--- src/rtl/unified_ram_arbiter.sv ---
// Arbitrates one single-port synchronous SRAM between instruction-fetch and data requesters.
// Data wins by default; a saturating streak counter forces an instruction grant when fetch is starved.
module unified_ram_arbiter #(
  parameter int ADDR_WIDTH   = 32,
  parameter int DATA_WIDTH   = 32,
  parameter int RAM_LATENCY  = 1,
  parameter int STARVE_LIMIT = 4
) (
  input  logic                    clock,
  input  logic                    reset_,

  input  logic                    inst_req,
  input  logic [DATA_WIDTH/8-1:0] inst_write_strobe,
  input  logic [ADDR_WIDTH-1:0]   inst_address,
  input  logic [DATA_WIDTH-1:0]   inst_write_data,
  output logic                    inst_addr_ok,
  output logic                    inst_data_ok,
  output logic [DATA_WIDTH-1:0]   inst_read_data,

  input  logic                    data_req,
  input  logic [DATA_WIDTH/8-1:0] data_write_strobe,
  input  logic [ADDR_WIDTH-1:0]   data_address,
  input  logic [DATA_WIDTH-1:0]   data_write_data,
  output logic                    data_addr_ok,
  output logic                    data_data_ok,
  output logic [DATA_WIDTH-1:0]   data_read_data,

  output logic                    ram_enabled,
  output logic [DATA_WIDTH/8-1:0] ram_write_strobe,
  output logic [ADDR_WIDTH-1:0]   ram_address,
  output logic [DATA_WIDTH-1:0]   ram_write_data,
  input  logic [DATA_WIDTH-1:0]   ram_read_data
);

  localparam int STRB_WIDTH   = DATA_WIDTH / 8;
  localparam int STREAK_WIDTH = $clog2(STARVE_LIMIT + 1);
  localparam logic [STREAK_WIDTH-1:0] STREAK_MAX = STREAK_WIDTH'(STARVE_LIMIT);
  localparam logic [STREAK_WIDTH-1:0] STREAK_ONE = STREAK_WIDTH'(1);

  logic [STREAK_WIDTH-1:0] streak_q, streak_d;
  logic [RAM_LATENCY-1:0]  vld_q, vld_d;
  logic [RAM_LATENCY-1:0]  src_q, src_d;   // 1 = data requester, 0 = instruction requester

  logic inst_starved;
  logic grant_data;
  logic grant_inst;
  logic grant_any;

  // Grants are gated by reset_ so nothing is accepted while reset is held.
  always_comb begin
    inst_starved = inst_req && (streak_q == STREAK_MAX);
    grant_data   = reset_ && data_req && !inst_starved;
    grant_inst   = reset_ && inst_req && !grant_data;
    grant_any    = grant_data || grant_inst;
  end

  always_comb begin
    ram_enabled      = grant_any;
    ram_write_strobe = '0;
    ram_address      = '0;
    ram_write_data   = '0;
    if (grant_data) begin
      ram_write_strobe = data_write_strobe;
      ram_address      = data_address;
      ram_write_data   = data_write_data;
    end else if (grant_inst) begin
      ram_write_strobe = inst_write_strobe;
      ram_address      = inst_address;
      ram_write_data   = inst_write_data;
    end
  end

  always_comb begin
    streak_d = streak_q;
    if (grant_inst || !inst_req) begin
      streak_d = '0;
    end else if (grant_data && (streak_q != STREAK_MAX)) begin
      streak_d = streak_q + STREAK_ONE;
    end
  end

  // Stage 0 is loaded on grant; the tail stage lines up with valid ram_read_data.
  always_comb begin
    vld_d    = '0;
    src_d    = '0;
    vld_d[0] = grant_any;
    src_d[0] = grant_data;
    for (int i = 1; i < RAM_LATENCY; i++) begin
      vld_d[i] = vld_q[i-1];
      src_d[i] = src_q[i-1];
    end
  end

  always_ff @(posedge clock or negedge reset_) begin
    if (!reset_) begin
      streak_q <= '0;
      vld_q    <= '0;
      src_q    <= '0;
    end else begin
      streak_q <= streak_d;
      vld_q    <= vld_d;
      src_q    <= src_d;
    end
  end

  always_comb begin
    inst_addr_ok   = grant_inst;
    data_addr_ok   = grant_data;
    inst_data_ok   = vld_q[RAM_LATENCY-1] && !src_q[RAM_LATENCY-1];
    data_data_ok   = vld_q[RAM_LATENCY-1] &&  src_q[RAM_LATENCY-1];
    inst_read_data = ram_read_data;
    data_read_data = ram_read_data;
  end

  logic unused_strb;
  assign unused_strb = (STRB_WIDTH == 0);

endmodule

--- config.mk ---
export PLATFORM = sky130hd
export DESIGN_NAME = unified_ram_arbiter
export DESIGN_NICKNAME = d
export VERILOG_FILES = /design/src/rtl/unified_ram_arbiter.sv
export SDC_FILE = /design/constraint.sdc
export NUM_CORES = 1
export LEC_CHECK = 0
export ABC_AREA = 1
export CORE_AREA = 5 5 118 120
export CTS_CLUSTER_DIAMETER = 150
export DETAILED_ROUTE_END_ITERATION = 16
export DIE_AREA = 0 0 123 125
export PLACE_DENSITY = 0.61
export SETUP_SLACK_MARGIN = 0.5
export SKIP_LAST_GASP = 1
export SYNTH_ARGS = -nofsm -noshare
export SYNTH_HDL_FRONTEND = slang
export SYNTH_SLANG_ARGS = --single-unit
--- constraint.sdc ---
create_clock -name clock -period 1.8 [get_ports clock]
set_clock_uncertainty 0.2 [all_clocks]
set_input_delay 0.36 -clock clock [delete_from_list [all_inputs] [get_ports clock]]
set_output_delay 0.36 -clock clock [all_outputs]
set_load 0.02 [all_outputs]
==> reports/qor.csv <==
metric,value,unit
Inst Count DP,647,
failing checks,setup timing,
CTS tree,yes,
vias,2780,
Worst Setup Start Kind,register,
Final HPWL DP,7860,um
worst hold path type,in -> reg,
via/cell ratio,4.11,
top-count cell post-synth,nand2_1,
post-layout util,0.379,
Max H-tree Level,1,
# diodes,0,
peak supply drop,0.151,mV
Seq cells post-synth,5,
Rel. slew slack,0.844,
Post-Route WL,10900,um
cell count of the worst reg-to-reg path,9,
Pins Over Slew Limit,0,
die height,125,um
Mapped Avg Cell Area,5.31,um^2
critical register-to-register path endpoint,streak_q[2]$_DFFE_PN0P_,
Worst Slack Setup Final,-0.544,ns
fraction of layout cells with a size suffix above 1,0.490,
"Top FF cell, synth",dfrtp_1,
area of the die,15400,um^2
maxcap violations,0,
leakage power,2.13,nW
io pins,309,
clk buf depth,2,
Root Buffer,clkbuf_16,
min-delay src,inst_req,
top post-synthesis cells by count,"nand2_1 (146), nand3_1 (70), buf_4 (66)",
"CTS clk-pin slew, worst paths",0.03,ns
PortBufs,212,
Final ANT Viol Nets,0,
Fin. Hold Viols,0,
insertion delay to the later sink of the worst-skew pair,0.23,ns
"Seq/Total Area, Yosys",0.0725,
GRT Resource Usage Total,0.124,
"EDFF count, synth",0,
RR Startpoint,streak_q[0]$_DFFE_PN0P_,
DP Area,4050,um^2
drc violations,0,
TritonRoute pass-1 iters,4,
worst-path fanout max,7,
Synth area leaders,"nand2_1 (32%), buf_4 (29%), nand3_1 (20%), dfrtp_1 (7.3%), buf_2 (3.2%)",
Starting Density,0.134,
GP Congestion,0.750,
Worst-Margin Slew,0.234,ns
Num CTS Buffers,3,
area growth from synthesis to layout,183,%
number of global-route vias before repair,2910,
largest net degree at the start of global routing,35,
total negative slack,-30.25,ns
Post-Synthesis Cell Area,1730,um^2
core area,12900,um^2
DR iter-0 viols,95,
Finished Layout Cells,676,
global route overflow,0,
final instance area,4880,um^2
path type of the worst setup path,reg -> out,
Power Total,1.68,mW
hold-critical path endpoint,streak_q[2]$_DFFE_PN0P_,
WHS,0.360,ns
Clock Sink Count,5,
Yosys top cell area share,0.318,
Final setup viols,70,
fmax,427,MHz
synth warn,0,
critical path data arrival time,1.78,ns
Hold Path Depth,4,
worst path required time,1.24,ns
Mapped Cells,325,
WL/cell,16.2,um
Worst setup EP type,output pin,
Synth cell types,15,
Synth async-reset ratio,1.00,
status,"finished, violations left",
syn nets,499,
first-pass GRT wire length,15300,um
die width,123,um
row count,42,
initial antenna violation count,0,
crit path time final,2.34,ns
RSZ-0062 raised after global routing,yes,
cell taking the most area after synthesis,nand2_1,
Placement Setup Slack,-0.960,ns
"Period Utilization, post-route",1.30,
flop-to-flop setup slack,0.14,ns
PwrDens,345,nW/um^2
Layout Nets,675,
cell usage in the layout, fill, tap and decap left out:
cell type,synthesis,final
ha_1,2,1
nor2_2,0,1
nand3_2,0,19
buf_8,0,1
clkbuf_2,0,3
nor2_1,2,1
nand2_4,0,23
inv_1,7,3
clkdlybuf4s15_1,0,1
buf_6,3,39
nand3_4,0,12
ha_4,0,1
clkbuf_16,0,4
nand2_2,1,60
nand4_1,2,2
clkdlybuf4s50_1,0,136
clkdlybuf4s15_2,0,35
inv_2,2,4
dlygate4sd3_1,0,1
nand3_1,70,39
inv_8,0,1
bufbuf_16,0,2
buf_16,0,5
nand2_8,0,1
buf_4,66,21
nand2_1,146,63
clkbuf_1,5,1
clkinv_2,0,1
o21ai_0,2,2
dfrtp_1,5,5
inv_4,0,1
buf_12,0,11
sequential cells by signal, summed over array words and instances (netlist names):
name / cells
streak_q: 3
vld_q: 1
src_q: 1
report_power, final:
| group | internal (mW) | switching [mW] |
|---|---|---|
| Clock | 0.294 | 0.0739 |
| Combinational | 0.676 | 0.520 |
| Sequential | 0.118 | 0.00323 |
| Total | 1.09 | 0.597 |
timing repair:
item / in CTS / in global routing
hold endpoints to repair: 0 / 5
hold buffers: 0 / 1
resized for setup: 325 / 66
pin swaps: 7 / 20
gates cloned: 7 / 1
buffers inserted: 9 / 7
endpoints found under the setup margin: 78 / 77
kinds of logic (layout without fill, tap and decap cells):
family / count (synthesis) / count (layout) / synth area share
flops: 5 / 5 / 0.0725
simple gates: 221 / 221 / 0.536
fa+ha+maj: 2 / 2 / 0.0145
compound gates: 2 / 2 / 0.00580
buf+inv: 95 / 270 / 0.371
critical path: stages (launching register included):
cell	delay [ns]
dfrtp_1	0.38
inv_2	0.09
ha_4	0.15
nand3_4	0.09
nand2_8	0.15
inv_8	0.07
buf_12	0.14
buf_12	0.14
buf_6	0.12
nand2_4	0.05
nand2_4	0.04
buf_6	0.12
layer usage:
layer / global-route usage / vias to the layer above / part of all wire / wire, um
met5: 0 / - / 0 / 0
met2: 0.242 / 178 / 0.53 / 5840
li1: - / 1313 / - / -
met4: 0.0469 / 0 / 0.030 / 326
met1: 0.120 / 1243 / 0.33 / 3630
met3: 0.0352 / 46 / 0.10 / 1140
final cells by class:
class	instances	area (um^2)
clock buffers	4	78.8
fillers	1295	8000
inverters	10	48.8
multi-input cells	225	1560
flip-flops and latches	5	125
well taps	176	220
repair buffers	256	2850
worst max path at each step:
stage | startpoint | end | cells after the start
floorplan | streak_q[1]$_DFFE_PN0P_ | ram_address[10] | 9
global placement | reset_ | ram_address[30] | 8
detailed placement | inst_req | ram_address[7] | 7
CTS | streak_q[1]$_DFFE_PN0P_ | inst_addr_ok | 8
global route | streak_q[0]$_DFFE_PN0P_ | ram_address[10] | 11
finish | streak_q[0]$_DFFE_PN0P_ | ram_address[10] | 11
Note: power is estimated with default switching activity, not from simulation.
